[config.mk]
export PLATFORM = sky130hd
export DESIGN_NAME = udma_mdio_master
export DESIGN_NICKNAME = d
export VERILOG_FILES = /design/src/rtl/udma_mdio_pkg.sv /design/src/rtl/udma_mdio_clkgen.sv /design/src/rtl/udma_mdio_master.sv
export SDC_FILE = /design/constraint.sdc
export NUM_CORES = 1
export LEC_CHECK = 0
export BUFFER_PORTS_ARGS = -buffer_cell sky130_fd_sc_hd__buf_2
export CAP_MARGIN = 20
export CORE_UTILIZATION = 57
export DETAILED_ROUTE_END_ITERATION = 10
export PLACE_DENSITY = 0.82
export SLEW_MARGIN = 25
export SYNTH_ARGS = -nofsm -noshare
export SYNTH_HDL_FRONTEND = slang
export SYNTH_SLANG_ARGS = --single-unit
[constraint.sdc]
create_clock -name clk_i -period 2.8 [get_ports clk_i]
set_input_delay 0.42 -clock clk_i [delete_from_list [all_inputs] [get_ports clk_i]]
set_output_delay 0.42 -clock clk_i [all_outputs]
set_load 0.02 [all_outputs]
[src/rtl/udma_mdio_pkg.sv]
// Shared types and frame constants for the uDMA MDIO (Clause 22 / Clause 45) master.
// Holds the FSM state encoding, start/opcode/turnaround patterns and frame field sizes.
package udma_mdio_pkg;

  typedef enum logic [2:0] {
    IDLE     = 3'd0,
    PREAMBLE = 3'd1,
    HEADER   = 3'd2,
    TA       = 3'd3,
    DATA     = 3'd4,
    DONE     = 3'd5
  } mdio_state_e;

  localparam logic [1:0] ST_C22 = 2'b01;
  localparam logic [1:0] ST_C45 = 2'b00;

  localparam logic [1:0] OP_C22_WRITE    = 2'b01;
  localparam logic [1:0] OP_C22_READ     = 2'b10;
  localparam logic [1:0] OP_C45_ADDR     = 2'b00;
  localparam logic [1:0] OP_C45_WRITE    = 2'b01;
  localparam logic [1:0] OP_C45_READ     = 2'b11;
  localparam logic [1:0] OP_C45_READ_INC = 2'b10;

  // Turnaround driven by the master on write/address frames, MSB first.
  localparam logic [1:0] TA_WRITE = 2'b10;

  localparam logic [4:0] HDR_LAST  = 5'd13;
  localparam logic [4:0] TA_LAST   = 5'd1;
  localparam logic [4:0] DATA_LAST = 5'd15;

  // Anything not decoded as a read (including illegal C22 opcodes) is sent as a write.
  function automatic logic is_read_op(input logic c45, input logic [1:0] op);
    if (c45) return (op == OP_C45_READ) || (op == OP_C45_READ_INC);
    return op == OP_C22_READ;
  endfunction

endpackage

[src/rtl/udma_mdio_clkgen.sv]
// MDC generator: D cycles low then D cycles high per frame bit, held at 0 while disabled.
// rise_tick_o marks the first high cycle (sample point), fall_tick_o the last high cycle (bit end).
module udma_mdio_clkgen #(
  parameter int DIV_W = 8
) (
  input  logic             clk_i,
  input  logic             rstn_i,
  input  logic             en_i,
  input  logic [DIV_W-1:0] div_i,
  output logic             mdc_o,
  output logic             fall_tick_o,
  output logic             rise_tick_o
);

  logic [DIV_W-1:0] cnt_q, cnt_d;
  logic             mdc_q, mdc_d;
  logic             cnt_last;

  assign cnt_last = (cnt_q == (div_i - DIV_W'(1)));

  always_comb begin
    cnt_d = cnt_q;
    mdc_d = mdc_q;
    if (!en_i) begin
      cnt_d = '0;
      mdc_d = 1'b0;
    end else if (cnt_last) begin
      cnt_d = '0;
      mdc_d = ~mdc_q;
    end else begin
      cnt_d = cnt_q + DIV_W'(1);
    end
  end

  always_ff @(posedge clk_i or negedge rstn_i) begin
    if (!rstn_i) begin
      cnt_q <= '0;
      mdc_q <= 1'b0;
    end else begin
      cnt_q <= cnt_d;
      mdc_q <= mdc_d;
    end
  end

  assign mdc_o       = mdc_q;
  assign rise_tick_o = en_i & mdc_q & (cnt_q == '0);
  assign fall_tick_o = en_i & mdc_q & cnt_last;

endmodule

[src/rtl/udma_mdio_master.sv]
// MDIO management master: serialises one Clause 22 or Clause 45 frame per accepted request.
// Request handshake: start_i is taken only while busy_o=0; busy_o then stays high through done_o.
module udma_mdio_master
  import udma_mdio_pkg::*;
#(
  parameter int DIV_W   = 8,
  parameter int PRE_LEN = 32
) (
  input  logic             clk_i,
  input  logic             rstn_i,
  input  logic [DIV_W-1:0] clk_div_i,
  input  logic             start_i,
  input  logic             c45_i,
  input  logic [1:0]       op_i,
  input  logic             pre_en_i,
  input  logic [4:0]       phy_addr_i,
  input  logic [4:0]       reg_addr_i,
  input  logic [15:0]      wr_data_i,
  input  logic             mdi_i,
  output logic             mdo_o,
  output logic             md_oen_o,
  output logic             mdc_o,
  output logic             busy_o,
  output logic             done_o,
  output logic [15:0]      rd_data_o,
  output logic             ack_err_o,
  output logic [2:0]       dbg_state_o
);

  localparam logic [4:0] PRE_LAST = 5'(PRE_LEN - 1);

  mdio_state_e      state_q, state_d;
  logic [4:0]       bit_cnt_q, bit_cnt_d;
  logic [13:0]      hdr_q;
  logic [15:0]      wr_data_q;
  logic             is_rd_q;
  logic [DIV_W-1:0] div_q;
  logic [15:0]      rd_shift_q;
  logic             ta_ack_q;
  logic [15:0]      rd_data_q;
  logic             ack_err_q;

  logic             accept;
  logic             run;
  logic             fall_tick;
  logic             rise_tick;
  logic [DIV_W-1:0] div_eff;

  assign accept  = (state_q == IDLE) && start_i;
  assign run     = (state_q == PREAMBLE) || (state_q == HEADER) ||
                   (state_q == TA) || (state_q == DATA);
  assign div_eff = (clk_div_i < DIV_W'(2)) ? DIV_W'(2) : clk_div_i;

  udma_mdio_clkgen #(
    .DIV_W(DIV_W)
  ) u_clkgen (
    .clk_i      (clk_i),
    .rstn_i     (rstn_i),
    .en_i       (run),
    .div_i      (div_q),
    .mdc_o      (mdc_o),
    .fall_tick_o(fall_tick),
    .rise_tick_o(rise_tick)
  );

  always_ff @(posedge clk_i or negedge rstn_i) begin
    if (!rstn_i) begin
      state_q   <= IDLE;
      bit_cnt_q <= '0;
    end else begin
      state_q   <= state_d;
      bit_cnt_q <= bit_cnt_d;
    end
  end

  // Every frame field advances at the end of an MDC high phase.
  always_comb begin
    state_d   = state_q;
    bit_cnt_d = bit_cnt_q;
    case (state_q)
      IDLE: begin
        if (start_i) begin
          state_d   = pre_en_i ? PREAMBLE : HEADER;
          bit_cnt_d = '0;
        end
      end
      PREAMBLE: begin
        if (fall_tick) begin
          if (bit_cnt_q == PRE_LAST) begin
            state_d   = HEADER;
            bit_cnt_d = '0;
          end else begin
            bit_cnt_d = bit_cnt_q + 5'd1;
          end
        end
      end
      HEADER: begin
        if (fall_tick) begin
          if (bit_cnt_q == HDR_LAST) begin
            state_d   = TA;
            bit_cnt_d = '0;
          end else begin
            bit_cnt_d = bit_cnt_q + 5'd1;
          end
        end
      end
      TA: begin
        if (fall_tick) begin
          if (bit_cnt_q == TA_LAST) begin
            state_d   = DATA;
            bit_cnt_d = '0;
          end else begin
            bit_cnt_d = bit_cnt_q + 5'd1;
          end
        end
      end
      DATA: begin
        if (fall_tick) begin
          if (bit_cnt_q == DATA_LAST) begin
            state_d   = DONE;
            bit_cnt_d = '0;
          end else begin
            bit_cnt_d = bit_cnt_q + 5'd1;
          end
        end
      end
      DONE:    state_d = IDLE;
      default: state_d = IDLE;
    endcase
  end

  // Outputs decode from registered state, so they move only at the start of a low phase.
  always_comb begin
    mdo_o    = 1'b1;
    md_oen_o = 1'b0;
    done_o   = 1'b0;
    busy_o   = (state_q != IDLE);
    case (state_q)
      PREAMBLE: md_oen_o = 1'b1;
      HEADER: begin
        md_oen_o = 1'b1;
        mdo_o    = hdr_q[4'd13 - bit_cnt_q[3:0]];
      end
      TA: begin
        if (!is_rd_q) begin
          md_oen_o = 1'b1;
          mdo_o    = bit_cnt_q[0] ? TA_WRITE[0] : TA_WRITE[1];
        end
      end
      DATA: begin
        if (!is_rd_q) begin
          md_oen_o = 1'b1;
          mdo_o    = wr_data_q[4'd15 - bit_cnt_q[3:0]];
        end
      end
      DONE:    done_o = 1'b1;
      default: ;
    endcase
  end

  always_ff @(posedge clk_i or negedge rstn_i) begin
    if (!rstn_i) begin
      hdr_q      <= '0;
      wr_data_q  <= '0;
      is_rd_q    <= 1'b0;
      div_q      <= DIV_W'(2);
      rd_shift_q <= '0;
      ta_ack_q   <= 1'b0;
      rd_data_q  <= '0;
      ack_err_q  <= 1'b0;
    end else begin
      if (accept) begin
        hdr_q     <= {(c45_i ? ST_C45 : ST_C22), op_i, phy_addr_i, reg_addr_i};
        wr_data_q <= wr_data_i;
        is_rd_q   <= is_read_op(c45_i, op_i);
        div_q     <= div_eff;
      end
      // A PHY that answers pulls the second turnaround bit low.
      if ((state_q == TA) && rise_tick && bit_cnt_q[0]) ta_ack_q <= mdi_i;
      if ((state_q == DATA) && rise_tick) rd_shift_q <= {rd_shift_q[14:0], mdi_i};
      if ((state_q == DONE) && is_rd_q) begin
        rd_data_q <= rd_shift_q;
        ack_err_q <= ta_ack_q;
      end
    end
  end

  assign rd_data_o   = rd_data_q;
  assign ack_err_o   = ack_err_q;
  assign dbg_state_o = state_q;

endmodule
==> impl_metrics.tcl, run 1 <==
set metrics [dict create \
    cts_buffers 9 \
    cts.path.max_buffers 2 \
    antenna_found_initial 0 \
    power.share.clock_pct 35.4 \
    ant_nets 0 \
    final_cell_area_sq_um 5070 \
    worstPathCellList "buf_12 > mux4_2 > mux4_2 > o32ai_2 > nor2_1 > buf_4" \
    dr.pass1.iters 5 \
    power.density_nw_per_um2 598 \
    ys_ff_latch 89 \
    place_congestion 0.858 \
    dpl_cell_area_sq_um 4800 \
    fin_ws_ps 88.0 \
    power.leakage_nw 2.62 \
    die_area_sq_um 8080 \
    synth.cell_area_sq_um 4400 \
    peakVddDrop_mv 0.341 \
    critical_path_class "flip-flop to output pin" \
    port_buffers 66 \
    setup_viol 0 \
    cp-start-kind "flip-flop" \
    die_h_microns 89.9 \
    crit_slowest_cell "mux4_2" \
    rr_endpoint "bit_cnt_q[2]" \
    synth_area_leaders "dfrtp_1 50%, nand2_1 9.5%, mux2_1 5.1%, mux2_2 3.6%, mux4_1 3.0%" \
    avgSynthCellArea_sq_um 10.8 \
    synth_edf_count 0 \
    hold_slack_ps 128 \
    p_int_mw 2.22 \
    cp.buffers_inverters 2 \
    rr_startpoint "bit_cnt_q[0]" \
    final_nets 528 \
    htreeDepth 3 \
    critical_path_arrival_ps 2290 \
    synth.net_count 461 \
    overflow 0 \
    via_per_inst 5.53 \
    synth_top_cell_by_area "dfrtp_1" \
    hpwl_microns 6410 \
    rrSetupSlack_ps 340 \
    grt_max_degree 59 \
    grt_pass1_wl_microns 15500 \
    drt-wirelength-per-cell_microns 15.2 \
    reg2reg_depth 10 \
    post-synth-top-area-fraction_pct 50.0 \
    grt_usage_pct 23.9 \
    power.switching_mw 0.809 \
    end_kind "output pin" \
    io_pins 67 \
    grt_pass1_vias 3279 \
    routed_wl_microns 8800 \
    crit_top_cell "mux4_2" \
    relSlewSlack_pct 45.6 \
    outcome "complete, no violations" \
    drc_errors 0 \
    synth_ff_type "dfrtp_1" \
    skew_ps 6.71 \
    cp.required_ps 2380 \
    switching_share_pct 26.7 \
    power_frac_comb_pct 14.4 \
    yosysUniqueCellTypes 63 \
    initial_core_util_pct 59.7 \
    vias 3206 \
    power.share.sequential_pct 50.1 \
    synth-async-reset-ratio_pct 100 \
    worst_slew_pin_slew_ps 811 \
    yosysWarnings 0 \
    clkTransAtPathRegs_ps 90 \
    core-area_sq_um 7370 \
    hold_viol_final 0 \
    insertion_delay_ps 350 \
    slowest_delay_ps 510 \
    cts_tree "yes" \
    drive_gt1_share_pct 27.2 \
    placementRows 31 \
    dpl_worst_slack_ps 190 \
    finalPower_mw 3.03 \
    synthCells 409 \
    cts_hold_buf 0 \
    cts_root_buf "clkbuf_8" \
    yosysSeqAreaShare_pct 50.6 \
    cts.sinks 89 \
    critical_path.top_delay_family "multiplexers" \
    antenna_cells 0 \
    period_share_pct 96.9 \
    cp_max_fo 6 \
    drv_cap 0 \
    period_minus_slack_ps 2710 \
    slew_violations 0 \
    worstHoldPathType "input port to async pin" \
    area_growth_pct 15.2 \
    die_w_microns 89.9 \
    rsz0062_at_grt "yes" \
    drtIter0Drc 161 \
    fmax_mhz 369 \
]
[cell families (layout without fill, tap and decap cells)]
family	count (synthesis)	count (layout)	share of synthesized area [%]
buffers and inverters	35	107	4.32
and+or+nand+nor	171	171	17.5
xor gates and xnor gates	16	16	3.18
adders and majority gates	10	10	2.84
DFF	89	89	50.6
muxes	46	46	14.6
AOI/OAI and AO/OA	42	42	6.93
[area by class of cell]
class / count / area (sq um)
Clock buffer: 10 / 138
Tap cell: 99 / 124
Clock inverter: 6 / 114
Fill cell: 587 / 2300
Multi-Input combinational cell: 285 / 1980
Sequential cell: 89 / 2230
Inverter: 16 / 60.1
Timing Repair Buffer: 75 / 428
[repair_timing]
item                                   in CTS  in global routing
setup endpoints to repair                   1                  1
endpoints found under the hold margin       0                  0
resized for setup                           5                  3
setup buffers                               2                  0
pin swaps                                   1                  2
[registers in the layout (all words and copies together) (netlist names)]
name            count
rd_data_o          16
rd_shift_q         16
wr_data_q          16
hdr_q              13
div_q               8
u_clkgen.cnt_q      8
bit_cnt_q           5
dbg_state_o         3
ack_err_o           1
is_rd_q             1
ta_ack_q            1
u_clkgen.mdc_o      1
[placed cells by master, fill, tap and decap left out, drive strengths merged, types with 3 or more instances in the layout]
cell    netlist  layout
bufinv        0       3
nand4         3       3
nand3        12      12
mux2         36      36
nor4          3       3
nor3          4       4
nor2         19      19
nand2       111     111
xnor2         7       7
o21ai        12      12
mux4          9       9
ha           10      10
nor3b         3       3
inv          16      17
buf          13      75
a21oi         6       6
and3          4       4
clkbuf        6      10
dfrtp        88      88
xor2          9       9
nand3b        3       3
[synth_stat cells (2+ instances only)]
| cell | count |
|---|---|
| o221ai_1 | 2 |
| inv_1 | 14 |
| o211ai_1 | 2 |
| ha_1 | 10 |
| mux4_1 | 5 |
| mux2_1 | 20 |
| mux2_2 | 14 |
| buf_6 | 5 |
| nor3_1 | 3 |
| mux4_2 | 4 |
| nor3b_1 | 2 |
| o21ai_0 | 7 |
| inv_2 | 2 |
| o21ai_1 | 4 |
| nand2b_1 | 2 |
| o22ai_1 | 2 |
| xnor2_1 | 7 |
| nor4_1 | 3 |
| buf_1 | 3 |
| clkbuf_1 | 6 |
| buf_2 | 4 |
| nand4_1 | 3 |
| a21oi_1 | 6 |
| nor2_1 | 17 |
| and3_1 | 3 |
| o2bb2ai_1 | 2 |
| xor2_1 | 9 |
| mux2_4 | 2 |
| nand3b_1 | 3 |
| nand2_1 | 111 |
| o21a_1 | 2 |
| dfrtp_1 | 88 |
| nand3_1 | 12 |
[worst reg2reg max path, delay by kind of cell (launching register included)]
family	cells	cell delay (ps)
and+or+nand+nor	1	120
DFF	1	490
adders and majority gates	2	410
AOI/OAI and AO/OA	4	980
buffers and inverters	3	370
[metrics by stage]
step                cells  setup TNS, ps  util, %
global placement      562              0     65.1
global route          580          -16.7     68.8
CTS                   580              0     69.0
finish                580              0     68.8
floorplan             409              0        -
detailed placement    562              0     65.1
[routing by layer]
metal / share of wire, % / vias to the layer above / GRT usage [%]
met5: 0 / - / 0
met3: 4.7 / 15 / 4.23
li1: - / 1530 / -
met4: 1.8 / 0 / 7.93
met1: 43 / 1557 / 31.3
met2: 50 / 104 / 40.6
[power groups by stage]
stage                     combinational, mW  sequential [mW]  clock, mW
after floorplan                       0.323             1.49          0
after global placement                0.390             1.54          0
after detailed placement              0.418             1.54          0
after CTS                             0.438             1.52       1.09
after global routing                  0.492             1.54       1.15
final                                 0.437             1.52       1.07
[worst max path at each step]
stage	start	endpoint	slack, ps	cells past startpoint
final	bit_cnt_q[0]	mdo_o	90	6
after global routing	bit_cnt_q[0]	mdo_o	-20	6
after floorplan	bit_cnt_q[0]	mdo_o	460	5
after CTS	bit_cnt_q[0]	mdo_o	6	5
after global placement	bit_cnt_q[0]	mdo_o	270	5
after detailed placement	bit_cnt_q[0]	mdo_o	190	5
(Power assumes the default switching activity.)
==> run 2, diff against run 1 <==
Settings changed: MAX_ROUTING_LAYER set to met4.
==> run 2 against run 1 <==
Net effect: hold slack improved by 2.2 ps; largest power group unchanged; final area unchanged; combinational power about the same; die area unchanged; routed wire length decreased by 0.14%; clock power about the same; setup slack about the same.
==> impl_metrics.tcl, run 2 (synthesized netlist as in run 1, its figures left out) <==
set metrics [dict create \
    outcome "complete, no violations" \
    die_area_sq_um 8080 \
    critical_path_class "flip-flop to output pin" \
    htreeDepth 3 \
    place_congestion 0.871 \
    worstHoldPathType "input port to async pin" \
    area_growth_pct 15.2 \
    antenna_cells 0 \
    antenna_found_initial 0 \
    port_buffers 66 \
    power.share.clock_pct 35.4 \
    rsz0062_at_grt "yes" \
    cts.path.max_buffers 2 \
    power.density_nw_per_um2 597 \
    period_share_pct 96.8 \
    power.share.sequential_pct 50.2 \
    fmax_mhz 369 \
    peakVddDrop_mv 0.340 \
    cts_buffers 9 \
    end_kind "output pin" \
    critical_path_arrival_ps 2290 \
    ant_nets 0 \
    grt_max_degree 59 \
    power_frac_comb_pct 14.4 \
    relSlewSlack_pct 45.6 \
    grt_usage_pct 24.6 \
    cts.sinks 89 \
    cts_tree "yes" \
    grt_util_met2_pct 40.6 \
    met3_usage_pct 4.15 \
    slew_violations 0 \
    die_h_microns 89.9 \
    vias 3192 \
    p_int_mw 2.22 \
    drive_gt1_share_pct 27.2 \
    met1_usage_pct 31.3 \
    utilization_pct 68.8 \
    core-area_sq_um 7370 \
    fill_cells 587 \
    initial_core_util_pct 59.7 \
    power.leakage_nw 2.62 \
    final_nets 528 \
    placementRows 31 \
    dr.pass1.iters 4 \
    switching_share_pct 26.6 \
    drt-wirelength-per-cell_microns 15.2 \
    clkTransAtPathRegs_ps 90 \
    cp_max_fo 6 \
    cp.required_ps 2380 \
    final_cell_area_sq_um 5070 \
    drtIter0Drc 166 \
    drv_cap 0 \
    skew_ps 8.08 \
    via_per_inst 5.50 \
    routed_wl_microns 8790 \
    grt_pass1_wl_microns 15500 \
    hpwl_microns 6410 \
    rrSetupSlack_ps 340 \
    die_w_microns 89.9 \
    grt_pass1_vias 3273 \
    power.switching_mw 0.805 \
    insertion_delay_ps 350 \
    cp-start-kind "flip-flop" \
    final_common_cell "nand2_1" \
    worst_slew_pin_slew_ps 811 \
    cts_root_buf "clkbuf_8" \
    busiest_layer "met2" \
    final_cell_mix "111 x nand2_1, 87 x dfrtp_1, 64 x buf_2" \
    setup_viol 0 \
    io_pins 67 \
    drc_errors 0 \
    cts_hold_buf 0 \
    hold_viol_final 0 \
    period_minus_slack_ps 2710 \
    overflow 0 \
    setup_tns_ps 0 \
    dpl_cell_area_sq_um 4800 \
]
## run 2: cell counts in the layout (fill, tap and decap cells not counted)
Identical to the previous run, type by type.
## run 2: repair_timing
| action | in CTS | in global routing |
|---|---|---|
| resized for setup | 5 | 3 |
| setup buffers | 2 | 0 |
| pin swaps | 1 | 2 |
| endpoints found under the setup margin | 1 | 1 |
## run 2: metal layers
metal  vias up  routed length (microns)  part of all wire (%)
met4         0                      178                   2.0
met1      1555                     3890                    44
met3        17                      343                   3.9
met5         -                        0                     0
met2        90                     4380                    50
li1       1530                        -                     -
## run 2: path summary, 6_finish.rpt
path                               from            to  depth (start not counted)
max                        bit_cnt_q[0]         mdo_o                          6
min reg2reg                wr_data_q[4]  wr_data_q[4]                          2
min                              rstn_i      hdr_q[1]                          1
min in group clk_i         wr_data_i[6]  wr_data_q[6]                          3
max reg2reg                bit_cnt_q[0]  bit_cnt_q[2]                         10
max in group asynchronous        rstn_i  bit_cnt_q[0]                          2
## run 2: cell type report
cell class / count / area, sq um / area share (%)
clock buffers: 10 / 138 / 2.71
flip-flops and latches: 89 / 2230 / 44.0
repair buffers: 75 / 428 / 8.44
clock inverters: 6 / 114 / 2.25
well taps: 99 / 124 / 2.44
inverters: 16 / 60.1 / 1.18
multi-input cells: 285 / 1980 / 39.0
## run 2: critical path, stage by stage, from the launching register on
cell	delay (ps)
dfrtp_2	490
buf_12	140
mux4_2	480
mux4_2	510
o32ai_2	100
nor2_1	60
buf_4	160
## run 2: per-stage QoR
| step | hold WS (ps) | std cells | power (mW) | setup WS [ps] |
|---|---|---|---|---|
| final | 130 | 580 | 3.03 | 88.3 |
| after global routing | 185 | 580 | 3.18 | -17.1 |
| after CTS | 143 | 580 | 3.04 | 5.52 |
| after detailed placement | 455 | 562 | 1.96 | 190 |
| after global placement | 454 | 562 | 1.93 | 270 |
| after floorplan | 124 | 409 | 1.82 | 464 |
## run 2: power by group through the flow
| stage | registers [mW] | logic [mW] | clock network (mW) |
|---|---|---|---|
| after floorplan | 1.49 | 0.323 | 0 |
| after global placement | 1.54 | 0.390 | 0 |
| after detailed placement | 1.54 | 0.418 | 0 |
| after CTS | 1.52 | 0.438 | 1.09 |
| after global routing | 1.54 | 0.492 | 1.15 |
| final | 1.52 | 0.437 | 1.07 |
==> run 3, diff against run 2 <==
Settings changed: CELL_PAD_IN_SITES_DETAIL_PLACEMENT set to 0, CELL_PAD_IN_SITES_GLOBAL_PLACEMENT set to 1, CORE_UTILIZATION 57 to 45.
==> run 3 against run 2 <==
Net effect: via count decreased by 3.4%; sequential share of layout area decreased by 0.34 points; core utilization shrank 14 points; non-clock buffer count decreased by 2; combinational power down 5.7%; highest routed layer unchanged.
==> impl_metrics.tcl, run 3 (synthesized netlist as in run 1, its figures left out) <==
set metrics [dict create \
    outcome "complete, no violations" \
    cp-start-kind "flip-flop" \
    rsz0062_at_grt "yes" \
    reg2reg_depth 8 \
    area.sequential_sq_um 2230 \
    power.share.clock_pct 37.0 \
    p_int_mw 2.27 \
    slowest_delay_ps 520 \
    fin_ws_ps 77.8 \
    fill_cells 868 \
    cts_hold_buf 0 \
    cts.sinks 89 \
    drive_gt1_share_pct 26.3 \
    initial_core_util_pct 47.0 \
    fmax_mhz 367 \
    routed_wl_microns 8640 \
    clkTransAtPathRegs_ps 80 \
    die_w_microns 101 \
    cp_max_fo 8 \
    cp-startpoint "bit_cnt_q[0]" \
    critical_path_class "flip-flop to output pin" \
    met1_usage_pct 25.0 \
    drt-wirelength-per-cell_microns 14.2 \
    core-area_sq_um 9370 \
    slew_violations 0 \
    power.density_nw_per_um2 600 \
    grt_max_degree 90 \
    cts_tree "yes" \
    grt_util_met2_pct 30.1 \
    busiest_layer "met2" \
    port_buffers 66 \
    power.share.sequential_pct 49.6 \
    power.switching_mw 0.792 \
    cp.required_ps 2380 \
    ant_nets 0 \
    dpl_worst_slack_ps 218 \
    insertion_delay_ps 350 \
    multi_input_area_sq_um 1990 \
    peakVddDrop_mv 0.310 \
    area_growth_pct 16.1 \
    hpwl_microns 6130 \
    drtIter0Drc 101 \
    final_common_cell "nand2_1" \
    crit_top_cell "mux4_2" \
    cts_root_buf "clkbuf_8" \
    cts_buffers 9 \
    dr.pass1.iters 4 \
    hold_viol_final 0 \
    worstPathCellList "mux4_2 > mux4_2 > o32ai_2 > nor2_1 > buf_4" \
    drv_cap 0 \
    power.leakage_nw 2.64 \
    relSlewSlack_pct 43.1 \
    grt_usage_pct 19.1 \
    grt_pass1_vias 2992 \
    htreeDepth 3 \
    via_per_inst 5.05 \
    final_nets 526 \
    fin_cells 610 \
    postCtsSetupBuffers 0 \
    setup_viol 0 \
    final_cell_mix "111 x nand2_1, 87 x dfrtp_1, 64 x buf_2" \
    period_minus_slack_ps 2720 \
    utilization_pct 54.5 \
    die_area_sq_um 10200 \
    crit_slowest_cell "mux4_2" \
    io_pins 67 \
    cts.path.max_buffers 2 \
    end_kind "output pin" \
    hold_slack_ps 90.6 \
    period_share_pct 97.2 \
    drc_errors 0 \
    worstHoldPathType "input port to async pin" \
    met3_usage_pct 3.19 \
    vias 3083 \
    place_congestion 0.794 \
    worst_slew_pin_slew_ps 850 \
    critical_path.top_delay_family "multiplexers" \
    grt_pass1_wl_microns 14600 \
    worst-path-stages 5 \
    cp.buffers_inverters 1 \
    power_frac_comb_pct 13.4 \
    skew_ps 9.49 \
    die_h_microns 101 \
    switching_share_pct 25.8 \
    dp.cells 592 \
    rr_startpoint "div_q[1]" \
    placementRows 35 \
    overflow 0 \
    critical_path_arrival_ps 2300 \
    antenna_found_initial 1 \
]
[run 3: timing repair]
item	4_1_cts	5_1_grt
endpoints found under the setup margin	1	1
endpoints found under the hold margin	0	0
resized for setup	5	0
pin swaps	2	0
[run 3: area by class of cell]
cell class                      instances  area share, %
Antenna cell                            2         0.0979
Clock buffer                            9           2.42
Clock inverter                          7           2.77
Inverter                               16           1.18
Multi-Input combinational cell        285           38.9
Sequential cell                        89           43.6
Tap cell                              129           3.16
Timing Repair Buffer                   73           7.83
[run 3: layer usage]
metal | up-vias | share of wire, %
met4 | 0 | 1.6
met5 | - | 0
met3 | 10 | 4.2
met1 | 1470 | 48
met2 | 75 | 46
li1 | 1528 | -
[run 3: worst register-to-register path: cells and delay by family (launching register included)]
family	cells	cell delay [ps]
adders and majority gates	1	280
xor gates and xnor gates	1	150
muxes	1	330
AOI/OAI and AO/OA	4	940
buffers and inverters	1	60
DFF	1	550
[run 3: power groups by stage]
stage | Sequential (mW) | Clock, mW | Combinational (mW)
floorplan | 1.49 | 0 | 0.323
detailed placement | 1.54 | 0 | 0.415
global route | 1.54 | 1.22 | 0.468
finish | 1.52 | 1.13 | 0.412
global placement | 1.54 | 0 | 0.396
CTS | 1.52 | 1.16 | 0.417
[run 3: worst paths after layout]
| path | to | slack [ps] |
|---|---|---|
| worst min register to register | hdr_q[11] | 480 |
| worst max-delay path | mdo_o | 80 |
| max in group asynchronous | bit_cnt_q[0] | 2330 |
| worst max register to register | bit_cnt_q[0] | 380 |
| min in group clk_i | wr_data_q[9] | 250 |
| worst min-delay path | rd_data_o[15] | 90 |
[run 3: stage by stage]
step                setup TNS, ps  power [mW]  area [sq um]
finish                          0        3.07          5110
global route                -10.2        3.23          5110
CTS                             0        3.10          5110
detailed placement              0        1.96          4840
global placement                0        1.94          4840
floorplan                       0        1.82          4400
